===== src/rtl/mult_pkg.sv =====
// Shared constants for the serial shift-and-add multiplier slice:
// default operand width and the controller state encoding.
package mult_pkg;

  localparam int unsigned DEF_WIDTH = 4;

  typedef logic [1:0] state_t;

  localparam state_t ST_IDLE = 2'd0;
  localparam state_t ST_RUN  = 2'd1;
  localparam state_t ST_DONE = 2'd2;

endpackage


===== src/rtl/shift_add_mult_if.sv =====
// Handshake and operand bundle between a caller (master) and the multiplier core (slave).
interface shift_add_mult_if import mult_pkg::*; #(
    parameter int unsigned WIDTH = DEF_WIDTH
) ();

    logic                 START;
    logic [WIDTH-1:0]     MCAND;
    logic                 MBIT;
    logic                 SH_EN;
    logic                 BUSY;
    logic                 DONE;
    logic [2*WIDTH-1:0]   PRODUCT;

    modport master (
        output START, MCAND, MBIT,
        input  SH_EN, BUSY, DONE, PRODUCT
    );

    modport slave (
        input  START, MCAND, MBIT,
        output SH_EN, BUSY, DONE, PRODUCT
    );

endinterface


===== src/rtl/serial_add_step.sv =====
// One shift-and-add iteration: add the multiplicand to the accumulator's upper half
// when the current multiplier bit is set, keeping the carry.
module serial_add_step import mult_pkg::*; #(
    parameter int unsigned WIDTH = DEF_WIDTH
) (
    input  logic [WIDTH:0]   acc_hi_i,
    input  logic [WIDTH-1:0] mcand_i,
    input  logic             mbit_i,
    output logic [WIDTH:0]   sum_o
);

    logic [WIDTH-1:0] addend;

    assign addend = {WIDTH{mbit_i}} & mcand_i;
    assign sum_o  = acc_hi_i + {1'b0, addend};

endmodule


===== src/rtl/shift_add_mult.sv =====
// Sequential shift-and-add multiplier consuming the multiplier LSB-first from an
// upstream shift register, which it advances via SH_EN.
module shift_add_mult import mult_pkg::*; #(
    parameter  int unsigned WIDTH = DEF_WIDTH,
    localparam int unsigned CNT_W = $clog2(WIDTH + 1)
) (
    input logic             CLK,
    input logic             RST,
    shift_add_mult_if.slave bus
);

    state_t               state_q, state_d;
    logic [2*WIDTH:0]     acc_q, acc_d;
    logic [CNT_W-1:0]     cnt_q, cnt_d;
    logic [WIDTH-1:0]     mcand_q, mcand_d;
    logic [2*WIDTH-1:0]   product_q, product_d;
    logic [WIDTH:0]       sum;
    logic [2*WIDTH:0]     acc_shift;

    serial_add_step #(
        .WIDTH (WIDTH)
    ) u_step (
        .acc_hi_i (acc_q[2*WIDTH:WIDTH]),
        .mcand_i  (mcand_q),
        .mbit_i   (bus.MBIT),
        .sum_o    (sum)
    );

    // Partial product lands in the upper half; the whole accumulator then shifts right.
    assign acc_shift = {sum, acc_q[WIDTH-1:0]} >> 1;

    always_comb begin
        state_d   = state_q;
        acc_d     = acc_q;
        cnt_d     = cnt_q;
        mcand_d   = mcand_q;
        product_d = product_q;
        case (state_q)
            ST_IDLE: begin
                if (bus.START) begin
                    mcand_d = bus.MCAND;
                    acc_d   = '0;
                    cnt_d   = '0;
                    state_d = ST_RUN;
                end
            end
            ST_RUN: begin
                acc_d = acc_shift;
                cnt_d = cnt_q + CNT_W'(1);
                if (cnt_q == CNT_W'(WIDTH - 1)) begin
                    state_d   = ST_DONE;
                    product_d = acc_shift[2*WIDTH-1:0];
                end
            end
            ST_DONE: state_d = ST_IDLE;
            default: state_d = ST_IDLE;
        endcase
    end

    always_ff @(posedge CLK) begin
        if (RST) begin
            state_q   <= ST_IDLE;
            acc_q     <= '0;
            cnt_q     <= '0;
            mcand_q   <= '0;
            product_q <= '0;
        end else begin
            state_q   <= state_d;
            acc_q     <= acc_d;
            cnt_q     <= cnt_d;
            mcand_q   <= mcand_d;
            product_q <= product_d;
        end
    end

    assign bus.SH_EN   = (state_q == ST_RUN);
    assign bus.BUSY    = (state_q != ST_IDLE);
    assign bus.DONE    = (state_q == ST_DONE);
    assign bus.PRODUCT = product_q;

endmodule


===== src/flat_wrapper.sv =====
// flat-port wrapper written by rule: the top's interface ports become plain ports
module shift_add_mult_flat import mult_pkg::*;
#(
    parameter  int unsigned WIDTH = DEF_WIDTH,
    localparam int unsigned CNT_W = $clog2(WIDTH + 1)
)
  (CLK, RST, bus_START, bus_MCAND, bus_MBIT, bus_SH_EN, bus_BUSY, bus_DONE, bus_PRODUCT);
  shift_add_mult_if #(.WIDTH(WIDTH)) bus_i ();
  input logic CLK;
  input logic RST;
  input wire logic [$bits(bus_i.START)-1:0] bus_START;
  input wire logic [$bits(bus_i.MCAND)-1:0] bus_MCAND;
  input wire logic [$bits(bus_i.MBIT)-1:0] bus_MBIT;
  output wire logic [$bits(bus_i.SH_EN)-1:0] bus_SH_EN;
  output wire logic [$bits(bus_i.BUSY)-1:0] bus_BUSY;
  output wire logic [$bits(bus_i.DONE)-1:0] bus_DONE;
  output wire logic [$bits(bus_i.PRODUCT)-1:0] bus_PRODUCT;
  assign bus_i.START = bus_START;
  assign bus_i.MCAND = bus_MCAND;
  assign bus_i.MBIT = bus_MBIT;
  assign bus_SH_EN = bus_i.SH_EN;
  assign bus_BUSY = bus_i.BUSY;
  assign bus_DONE = bus_i.DONE;
  assign bus_PRODUCT = bus_i.PRODUCT;
  shift_add_mult #(.WIDTH(WIDTH)) u_core (.CLK(CLK), .RST(RST), .bus(bus_i));
endmodule

===== config.mk =====
export PLATFORM = sky130hd
export DESIGN_NAME = shift_add_mult_flat
export DESIGN_NICKNAME = d
export VERILOG_FILES = /design/src/rtl/mult_pkg.sv /design/src/rtl/shift_add_mult_if.sv /design/src/rtl/serial_add_step.sv /design/src/rtl/shift_add_mult.sv /design/src/flat_wrapper.sv
export SDC_FILE = /design/constraint.sdc
export NUM_CORES = 1
export LEC_CHECK = 0
export ABC_AREA = 1
export CAP_MARGIN = 0
export CORE_MARGIN = 5
export CORE_UTILIZATION = 51
export CTS_CLUSTER_DIAMETER = 150
export DETAILED_ROUTE_END_ITERATION = 6
export PLACE_DENSITY = 0.8
export SYNTH_ARGS = -nofsm -noshare
export SYNTH_HDL_FRONTEND = slang
export SYNTH_SLANG_ARGS = --single-unit

===== constraint.sdc =====
create_clock -name CLK -period 2 [get_ports CLK]
set_clock_uncertainty 0.2 [all_clocks]
set_input_delay 0.4 -clock CLK [delete_from_list [all_inputs] [get_ports CLK]]
set_output_delay 0.4 -clock CLK [all_outputs]
set_load 0.02 [all_outputs]

# Yosys cells after proc, flatten, opt, wreduce, memory -nomap -nowiden

Index checks and enable logic that the tools add are counted.

Output and inout port bits: 11
Register bits: 26
Word-level logic and storage cells: 27
Bits of input ports: 8

Equality and inequality tests: 5
Multiplexer cells: 7
Add/sub/neg operators: 2
Bitwise logic cells: 1
Reductions and logical operators: 7

Operators with widths:

| kind                                          | number |
|---|---|
| case mux 9 bit (2 select lines)               | 1 |
| 2-to-1 mux 9 bit                              | 1 |
| AND reduction 2 bit                           | 4 |
| case mux 3 bit (2 select lines)               | 1 |
| adder 5 x 4 -> 5 bit                          | 1 |
| AND 4 bit                                     | 1 |
| 2-to-1 mux 2 bit                              | 2 |
| case mux 2 bit (2 select lines)               | 1 |
| nonzero test 2 bit                            | 2 |
| adder 3 x 1 -> 3 bit, second input constant   | 1 |
| == test 3 x 2 -> 1 bit, second input constant | 1 |
| 2-to-1 mux 3 bit                              | 1 |
| == test 2 x 1 -> 1 bit, second input constant | 1 |
| == test 2 bit, second input constant          | 1 |
| logical NOT 2 bit                             | 1 |
| != test 2 x 1 -> 1 bit, second input constant | 1 |
| != test 2 bit, second input constant          | 1 |

# Longest topological paths before layout

Gate-level depths: netlist (run 1).

Depth in word-level cells: 3
Gate-level depth with buffers: 10
Gate-level depth less buffers: 10

# Hierarchy

Synthesis (run 1) repeated with hierarchy kept, for this count alone.

Cell total of the unflattened synthesis: 155
Area total of the unflattened synthesis: 1126.1 um^2

By module, submodules not included:

| module          | cells an instance | seq. area each (um^2) | area each (um^2) | times used |
|---|---|---|---|---|
| shift_add_mult  | 114               | 480.5                 | 905.9            | 1 |
| serial_add_step | 41                | 0.0                   | 220.2            | 1 |

# Least setup slack after synthesis (run 1)

No wires, ideal clock.

Path type: in2reg
Start: input port bus_MBIT
End: register u_core.acc_q[4]
Stages: 7
Path slack: 0.154 ns
Required time: 1.729 ns
Library setup time: 0.071 ns
Buffers on the path: 0
Arrival time: 1.575 ns
Cells stage by stage: nand2_1 inv_1 ha_1 inv_1 fa_1 or2_2 a21oi_1

Longest elaborated chain between the ends: 3

RTL lines:

| item                            | RTL line              | text |
|---|---|---|
| start: declaration              | flat_wrapper.sv:13    | `input wire logic [$bits(bus_i.MBIT)-1:0] bus_MBIT;` |
| AND 4 bit                       | serial_add_step.sv:14 | `assign addend = {WIDTH{mbit_i}} & mcand_i;` |
| adder 5 x 4 -> 5 bit            | serial_add_step.sv:15 | `assign sum_o = acc_hi_i + {1'b0, addend};` |
| case mux 9 bit (2 select lines) | shift_add_mult.sv:38  | `case (state_q)` |
| end signal: assignment          | shift_add_mult.sv:63  | `acc_q <= '0;` |
| end signal: assignment          | shift_add_mult.sv:69  | `acc_q <= acc_d;` |
| end: declaration                | shift_add_mult.sv:13  | `logic [2*WIDTH:0] acc_q, acc_d;` |

Every way passes these cells.
A chain may end at the register's enable or synchronous reset.

# Worst setup path in the final report (run 1)

Start: register u_core.product_q[5], in the netlist u_core.bus.PRODUCT[5]
End: output port bus_PRODUCT[5]

RTL lines:

| item                     | RTL line             | text |
|---|---|---|
| start: declaration       | shift_add_mult.sv:16 | `logic [2*WIDTH-1:0] product_q, product_d;` |
| start signal: assignment | shift_add_mult.sv:72 | `product_q <= product_d;` |
| end: declaration         | flat_wrapper.sv:17   | `output wire logic [$bits(bus_i.PRODUCT)-1:0] bus_PRODUCT;` |

No word-level cell between the ends.

==> flow_summary.toml, run 1 <==
[detailed_routing]
wl_per_cell_um = 12.3
drc = 0
dr.pass1.iters = 4
vias = 986
wl_met3_um = 138
highest_layer = "met4"
via_per_inst = 5.08
initialDrtViolationCount = 19
dr_wl_met2_um = 1150
wl_met1_um = 1060
drt-total-wl_um = 2380
antenna_left = 0

[timing]
finalCriticalPeriod_ns = 1.90
worst_pin_slew_ns = 0.342
finalMaxSlewViolations = 0
relSlewSlack = 0.772
fin_tns_setup_ns = 0
hold_violations = 0
setup_viol = 0
whs_ns = 0.276
post-route-period-util = 0.951
fin_ws_ns = 0.0984
rsz0062_at_grt = "no"
fmax_ghz = 0.526

[grt]
grt_pass1_wl_um = 4280
grt_start_max_net_pins = 15
grt.total_usage = 0.169
gr-total-overflow = 0
grt_pass1_vias = 978
antenna_found_initial = 0

[yosys]
synth_cell_types = 23
ys_warn_count = 0
ys_seq_elements = 24
yosysSeqAreaShare = 0.437
synth_area_um2 = 1100
synth_nets = 158
avgSynthCellArea_um2 = 7.68
postSynthCellCount = 143

[clocking]
h-tree-depth = 1
cts_sinks = 24
cts_tree = "built"
holdBufCountCts = 0
clock_latency_ns = 0.33
clock_path_buffers = 2
cts_setup_buffers = 0
cts_root_buf = "clkbuf_4"
path_clk_slew_ns = 0.14
numCtsBuffers = 3

[floorplan]
design.die.area_um2 = 3180
die_x_um = 56.4
coreArea_um2 = 2000
rows = 16
io_pins = 19
start_util = 0.549
die_h_um = 56.4

[worst_setup_path]
crit_chain = "clkdlybuf4s50_1"
slowest_stage = "clkdlybuf4s50_1"
crit_type = "reg2out"
cp-end-kind = "output pin"
path_buf_inv = 1
setup.worst_path.start_class = "flop"
cp.arrival_ns = 1.30
cp.required_ns = 1.40
cp_max_fo = 2
cpPeakStageDelay_ns = 0.61
crit_family = "buffers and inverters"

[job]
drv_cap = 0

[pwr]
powerDensity_nw_per_um2 = 692
p_leak_nw = 0.632
peakVddDrop_uv = 735
total_power_uw = 969

[final_layout]
layout-drive-gt1-share = 0.150
syn_to_final_growth_pct = 27.4
fill_cells = 160
utilization = 0.699
antenna-diode-count = 0
final_area_um2 = 1400
stdcell_count = 194
num-nets-final = 183

[placed_design]
dp_slack_ns = -0.444
dp_hpwl_um = 1760
placedCellCount = 190
dpl_cell_area_um2 = 1330
io_buffers = 18
gp_congestion = 0.795

[outcome]
outcome = "finished clean"

[hold_path]
holdCritPathClass = "reg2reg"
repair_timing:
item / 4_1_cts / 5_1_grt
pin swaps: 1 / 4
hold endpoints to repair: 0 / 0
endpoints found under the setup margin: 8 / 3
resized for setup: 8 / 2
kinds of logic (layout without fill, tap and decap cells):
kind of cell,after synthesis,count (layout),synth area share
AO/OA/AOI/OAI,23,23,0.112
XOR/XNOR,1,1,0.00797
adder cells (fa/ha/maj),7,7,0.0866
buffers and inverters,22,46,0.0831
flip-flops,24,24,0.437
AND/OR/NAND/NOR,66,66,0.273
Yosys cell counts:
cell      n  area share
a21oi_1  12       0.055
a21oi_2   1      0.0080
a31oi_1   1      0.0057
buf_1     1      0.0034
buf_2     1      0.0046
dfxtp_1  24        0.44
fa_1      1       0.018
ha_1      6       0.068
inv_1    16       0.055
inv_2     2      0.0068
inv_4     1      0.0057
inv_6     1      0.0080
nand2_1  36        0.12
nand2_2   3       0.017
nand3_1   8       0.036
nand3_2   1      0.0091
nor2_1   14       0.048
nor2_4    1       0.010
nor2_8    1       0.018
o21a_1    1      0.0068
o21ai_0   8       0.036
or2_2     2       0.011
xnor2_1   1      0.0080
worst register-to-register path, cell delays in order (launching register included):
cell and delay [ns]:
dfxtp_1 0.36, nand2_1 0.05, inv_1 0.05, ha_2 0.17, inv_1 0.05, fa_2 0.35, o21ai_2 0.12, nand2_1 0.08
nand2_1 0.07, nand2_1 0.07, a21oi_2 0.15
registers in the layout, summed over array words and instances (netlist names):
| name | cells |
|---|---|
| u_core.bus.PRODUCT | 8 |
| u_core.mcand_q | 4 |
| u_core.state_q | 2 |
| u_core.cnt_q | 3 |
| u_core.acc_q | 7 |
placed cells by master, fill, tap and decap left out, types with 4 or more instances in the layout:
cell	count
nand2_1	36
dfxtp_1	24
inv_1	16
nor2_1	14
clkdlybuf4s50_1	14
a21oi_1	11
nand3_1	8
o21ai_0	7
ha_1	5
buf_4	4
routing by layer:
metal / up-vias / global-route usage
met4: 0 / 0.0610
met2: 33 / 0.289
li1: 499 / -
met3: 5 / 0.0459
met5: - / 0
met1: 449 / 0.202
final cells by class:
class | instances | area, um^2 | share of cell area
multi-input cells | 97 | 542 | 0.387
clock buffers | 3 | 22.5 | 0.0161
inverters | 20 | 82.6 | 0.0590
well taps | 27 | 33.8 | 0.0241
clock inverters | 1 | 30.0 | 0.0214
repair buffers | 22 | 209 | 0.149
flip-flops and latches | 24 | 480 | 0.343
power breakdown:
part | leakage [nW] | internal, mW | total (mW) | switching (mW)
registers | 0.195 | 0.491 | 0.500 | 0.00833
clock network | 0.0279 | 0.203 | 0.355 | 0.152
logic | 0.410 | 0.0460 | 0.114 | 0.0678
total | 0.632 | 0.740 | 0.969 | 0.228
worst paths after layout:
check	from	to	slack, ns	cells after the start
max	u_core.bus.PRODUCT[5]	bus_PRODUCT[5]	0.1	1
min	u_core.acc_q[1]	u_core.acc_q[1]	0.28	2
min reg2reg	u_core.acc_q[1]	u_core.acc_q[1]	0.28	2
max reg2reg	u_core.mcand_q[0]	u_core.acc_q[7]	0.21	10
No activity file was read; power rests on OpenSTA's default activity.
==> run 2: changes to the inputs <==
--- a/config.mk
+++ b/config.mk
@@ -11,7 +11,7 @@
 export CORE_UTILIZATION = 51
 export CTS_CLUSTER_DIAMETER = 150
 export DETAILED_ROUTE_END_ITERATION = 6
-export PLACE_DENSITY = 0.8
+export PLACE_DENSITY = 0.81
 export SYNTH_ARGS = -nofsm -noshare
 export SYNTH_HDL_FRONTEND = slang
 export SYNTH_SLANG_ARGS = --single-unit
==> run 2 against run 1 <==
Setup slack improved by 0.030 ns. Sequential power barely moved. Final area fell by 1.6%. Flip-flop and latch count did not move. Critical endpoint is now bus_PRODUCT[1].
==> flow_summary.toml, run 2 (same netlist as run 1, synthesis figures left out) <==
[outcome]
outcome = "finished clean"

[final_layout]
largest_reg_flops = 8
fill_cells = 177
ff_latch_area_um2 = 480
stdcell_count = 195
layout_common_cells = "nand2_1, dfxtp_1, inv_1"
syn_to_final_growth_pct = 25.4
final_area_um2 = 1380
antenna-diode-count = 0
final_common_cell = "nand2_1"
num-nets-final = 184
layout-drive-gt1-share = 0.143
multi_input_area_um2 = 532

[timing]
rsz0062_at_grt = "no"
relSlewSlack = 0.742
setup_viol = 0
hold_violations = 0
fin_ws_ns = 0.129
worst_pin_slew_ns = 0.386
finalMaxSlewViolations = 0
finalCriticalPeriod_ns = 1.87
fmax_ghz = 0.534
post-route-period-util = 0.936

[worst_setup_path]
crit_family = "buffers and inverters"
cp.required_ns = 1.40
worst-r2r-cell-count = 7
crit_type = "reg2out"
crit_chain = "clkdlybuf4s50_1"
r2r_setup_slack_ns = 0.18
timing.rr.end = "u_core.acc_q[4]"
cp_max_fo = 2
slowest_stage = "clkdlybuf4s50_1"
reg2reg_from = "u_core.mcand_q[0]"
setup.worst_path.start_class = "flop"
cp-end-kind = "output pin"
crit_start = "u_core.bus.PRODUCT[1]"
cp.arrival_ns = 1.27
path_buf_inv = 1
cpPeakStageDelay_ns = 0.61

[clocking]
holdBufCountCts = 0
h-tree-depth = 1
clock_latency_ns = 0.31
cts_sinks = 24
clock_path_buffers = 2
cts_root_buf = "clkbuf_4"
path_clk_slew_ns = 0.13
numCtsBuffers = 3
cts_tree = "built"

[detailed_routing]
dr.pass1.iters = 5
drt-total-wl_um = 2390
initialDrtViolationCount = 31
wl_per_cell_um = 12.3
drc = 0
via_per_inst = 5.03
antenna_left = 0
vias = 981

[placed_design]
io_buffers = 18
dp_slack_ns = -0.416
placedCellCount = 190
gp_congestion = 0.774
dp_hpwl_um = 1820
dpl_cell_area_um2 = 1330

[pwr]
pwr-share-clk = 0.295
powerDensity_nw_per_um2 = 635
total_power_uw = 874
swShare = 0.257
power_frac_seq = 0.571
p_int_uw = 649
peakVddDrop_uv = 380
p_leak_nw = 0.619
switching_power_uw = 225
pwr-share-comb = 0.134

[grt]
grt.total_usage = 0.163
gr-total-overflow = 0
grt_pass1_vias = 1020
antenna_found_initial = 0
grt_pass1_wl_um = 4240
grt_start_max_net_pins = 14

[floorplan]
start_util = 0.549
coreArea_um2 = 2000
io_pins = 19
die_x_um = 56.4
rows = 16
design.die.area_um2 = 3180
die_h_um = 56.4

[hold_path]
min_from = "u_core.acc_q[1]"
min_to = "u_core.acc_q[1]"
holdCritPathClass = "reg2reg"
whs_path_depth = 2

[job]
drv_cap = 0
==> run 2: tightest hold or removal path: stages (launching register included) <==
cell and delay, ns:
dfxtp_1 0.34, nand2_1 0.06, a21oi_1 0.05
==> run 2: worst max path at each step <==
stage	end	slack, ns	cells past startpoint
global route	u_core.acc_q[7]	0.05	10
floorplan	u_core.acc_q[4]	0.15	7
global placement	u_core.acc_q[7]	-0.37	11
CTS	bus_PRODUCT[6]	0.13	1
detailed placement	u_core.acc_q[7]	-0.42	11
finish	bus_PRODUCT[1]	0.13	1
==> run 2: what timing repair did <==
action,4_1_cts,5_1_grt
pin swaps,1,0
gates resized for setup,5,2
setup endpoints to repair,8,2
setup buffers,1,0
==> run 2: final cells by class <==
class,instances,area share
multi-input combinational,97,0.386
inverter,20,0.0599
sequential,24,0.349
clock buffer,4,0.0263
timing repair buffer,23,0.154
tap,27,0.0245
==> run 2: through the flow <==
step | TNS [ns] | utilization | hold WS (ns)
finish | 0 | 0.688 | 0.274
global route | 0 | 0.688 | 0.294
CTS | 0 | 0.687 | 0.274
detailed placement | -2.57 | 0.666 | 0.255
global placement | -2.14 | 0.666 | 0.248
floorplan | 0 | - | 0.233
==> run 2: routing by layer <==
layer | routed length (um) | global-route usage
met3 | 142 | 0.0436
met2 | 1180 | 0.302
met1 | 1050 | 0.181
met5 | 0 | 0
met4 | 17 | 0.0441
==> run 2: power by group through the flow <==
stage	sequential (mW)	combinational, mW	clock, mW
3_5_place_dp	0.510	0.118	0
4_1_cts	0.499	0.118	0.260
6_report	0.499	0.117	0.258
2_1_floorplan	0.508	0.0714	0
5_1_grt	0.501	0.130	0.281
3_3_place_gp	0.509	0.112	0
==> run 3: changes to the inputs <==
--- a/config.mk
+++ b/config.mk
@@ -9,9 +9,9 @@
 export CAP_MARGIN = 0
 export CORE_MARGIN = 5
 export CORE_UTILIZATION = 51
-export CTS_CLUSTER_DIAMETER = 150
 export DETAILED_ROUTE_END_ITERATION = 6
 export PLACE_DENSITY = 0.81
+export REMOVE_ABC_BUFFERS = 1
 export SYNTH_ARGS = -nofsm -noshare
 export SYNTH_HDL_FRONTEND = slang
 export SYNTH_SLANG_ARGS = --single-unit
==> run 3 against run 2 <==
Non-clock buffer count down 2. Via count is 3.7% lower. Highest routed layer unchanged. Flip-flop and latch count is the same. Largest power group unchanged.
==> flow_summary.toml, run 3 (same netlist as run 1, synthesis figures left out) <==
[outcome]
outcome = "finished clean"

[final_layout]
largest_reg_flops = 8
ff_latch_area_um2 = 480
layout_common_cells = "nand2_1, dfxtp_1, inv_1"
layout-drive-gt1-share = 0.127
multi_input_area_um2 = 529
utilization = 0.688
fill_cells = 178
final_common_cell = "nand2_1"
antenna-diode-count = 0
num-nets-final = 182
syn_to_final_growth_pct = 25.3

[worst_setup_path]
crit_top_cell = "inv_1"
path_buf_inv = 3
setup.worst_path.start_class = "input pin"
crit_type = "in2reg"
cp-end-kind = "flop"
cp.arrival_ns = 1.95
cpPeakStageDelay_ns = 0.43
cp.required_ns = 2.05
slowest_stage = "fa_2"
cp_max_fo = 4
crit_chain = "dlygate4sd2_1, nand2_1, inv_1, ha_1, inv_1, fa_2, or2_2, a21oi_1"
crit_family = "adder cells"

[placed_design]
dp_slack_ns = -0.496
io_buffers = 18
dp_hpwl_um = 1730
gp_congestion = 0.786

[timing]
hold_violations = 0
setup_viol = 0
fmax_ghz = 0.526
post-route-period-util = 0.950
fin_tns_setup_ns = 0
finalMaxSlewViolations = 0
relSlewSlack = 0.758
fin_ws_ns = 0.100
worst_pin_slew_ns = 0.362
rsz0062_at_grt = "no"
finalCriticalPeriod_ns = 1.90

[floorplan]
coreArea_um2 = 2000
rows = 16
start_util = 0.549
io_pins = 19
die_x_um = 56.4
die_h_um = 56.4
design.die.area_um2 = 3180

[clocking]
cts_sinks = 24
h-tree-depth = 1
cts_resized = 5
cts_root_buf = "clkbuf_4"
clock_latency_ns = 0.32
cts_setup_buffers = 0
cts_tree = "built"
holdBufCountCts = 0
path_clk_slew_ns = 0.14
numCtsBuffers = 3
clock_path_buffers = 2

[detailed_routing]
via_per_inst = 4.90
dr.pass1.iters = 4
initialDrtViolationCount = 17
drt-total-wl_um = 2300
vias = 945
antenna_left = 0
drc = 0
wl_per_cell_um = 11.9

[grt]
grt_pass1_vias = 935
grt.total_usage = 0.157
gr-total-overflow = 0
antenna_found_initial = 0
grt_start_max_net_pins = 15
grt_pass1_wl_um = 3970

[pwr]
powerDensity_nw_per_um2 = 698
p_leak_nw = 0.620
peakVddDrop_uv = 487
total_power_uw = 961

[hold_path]
holdCritPathClass = "reg2reg"

[job]
drv_cap = 0
## run 3: worst paths after layout
| path | start | endpoint | slack, ns | cells after the start |
|---|---|---|---|---|
| worst min-delay path | u_core.bus.PRODUCT[5] | u_core.bus.PRODUCT[5] | 0.27 | 2 |
| worst max-delay path | bus_MBIT | u_core.acc_q[4] | 0.10 | 8 |
| worst min register to register | u_core.bus.PRODUCT[5] | u_core.bus.PRODUCT[5] | 0.27 | 2 |
| worst max register to register | u_core.mcand_q[0] | u_core.acc_q[7] | 0.11 | 10 |
## run 3: metal layers
layer	global-route usage	wire length (um)
met1	0.193	1070
met2	0.254	1080
met3	0.0390	93
met4	0.0780	61
met5	0	0
## run 3: layout make-up
cell class / count / share of cell area
repair buffers: 21 / 0.144
multi-input cells: 97 / 0.385
clock buffers: 3 / 0.0164
inverters: 20 / 0.0600
clock inverters: 1 / 0.0218
well taps: 27 / 0.0245
flip-flops and latches: 24 / 0.349
## run 3: power by group
part	total [mW]	internal, mW	leakage [nW]	switching [mW]
sequential	0.500	0.491	0.195	0.00860
clock	0.351	0.203	0.0279	0.148
combinational	0.110	0.0435	0.397	0.0664
## run 3: per-stage QoR
| step | hold WS [ns] | instance area [um^2] | instances |
|---|---|---|---|
| after floorplan | 0.233 | 1090 | 141 |
| after global placement | 0.248 | 1330 | 189 |
| after detailed placement | 0.258 | 1330 | 189 |
| after CTS | 0.276 | 1380 | 193 |
| after global routing | 0.305 | 1380 | 193 |
| final | 0.272 | 1380 | 193 |
## run 3: tightest hold or removal path, stage by stage (launching register included)
cell	delay (ns)
dfxtp_1	0.33
nand2_1	0.06
a21oi_1	0.05
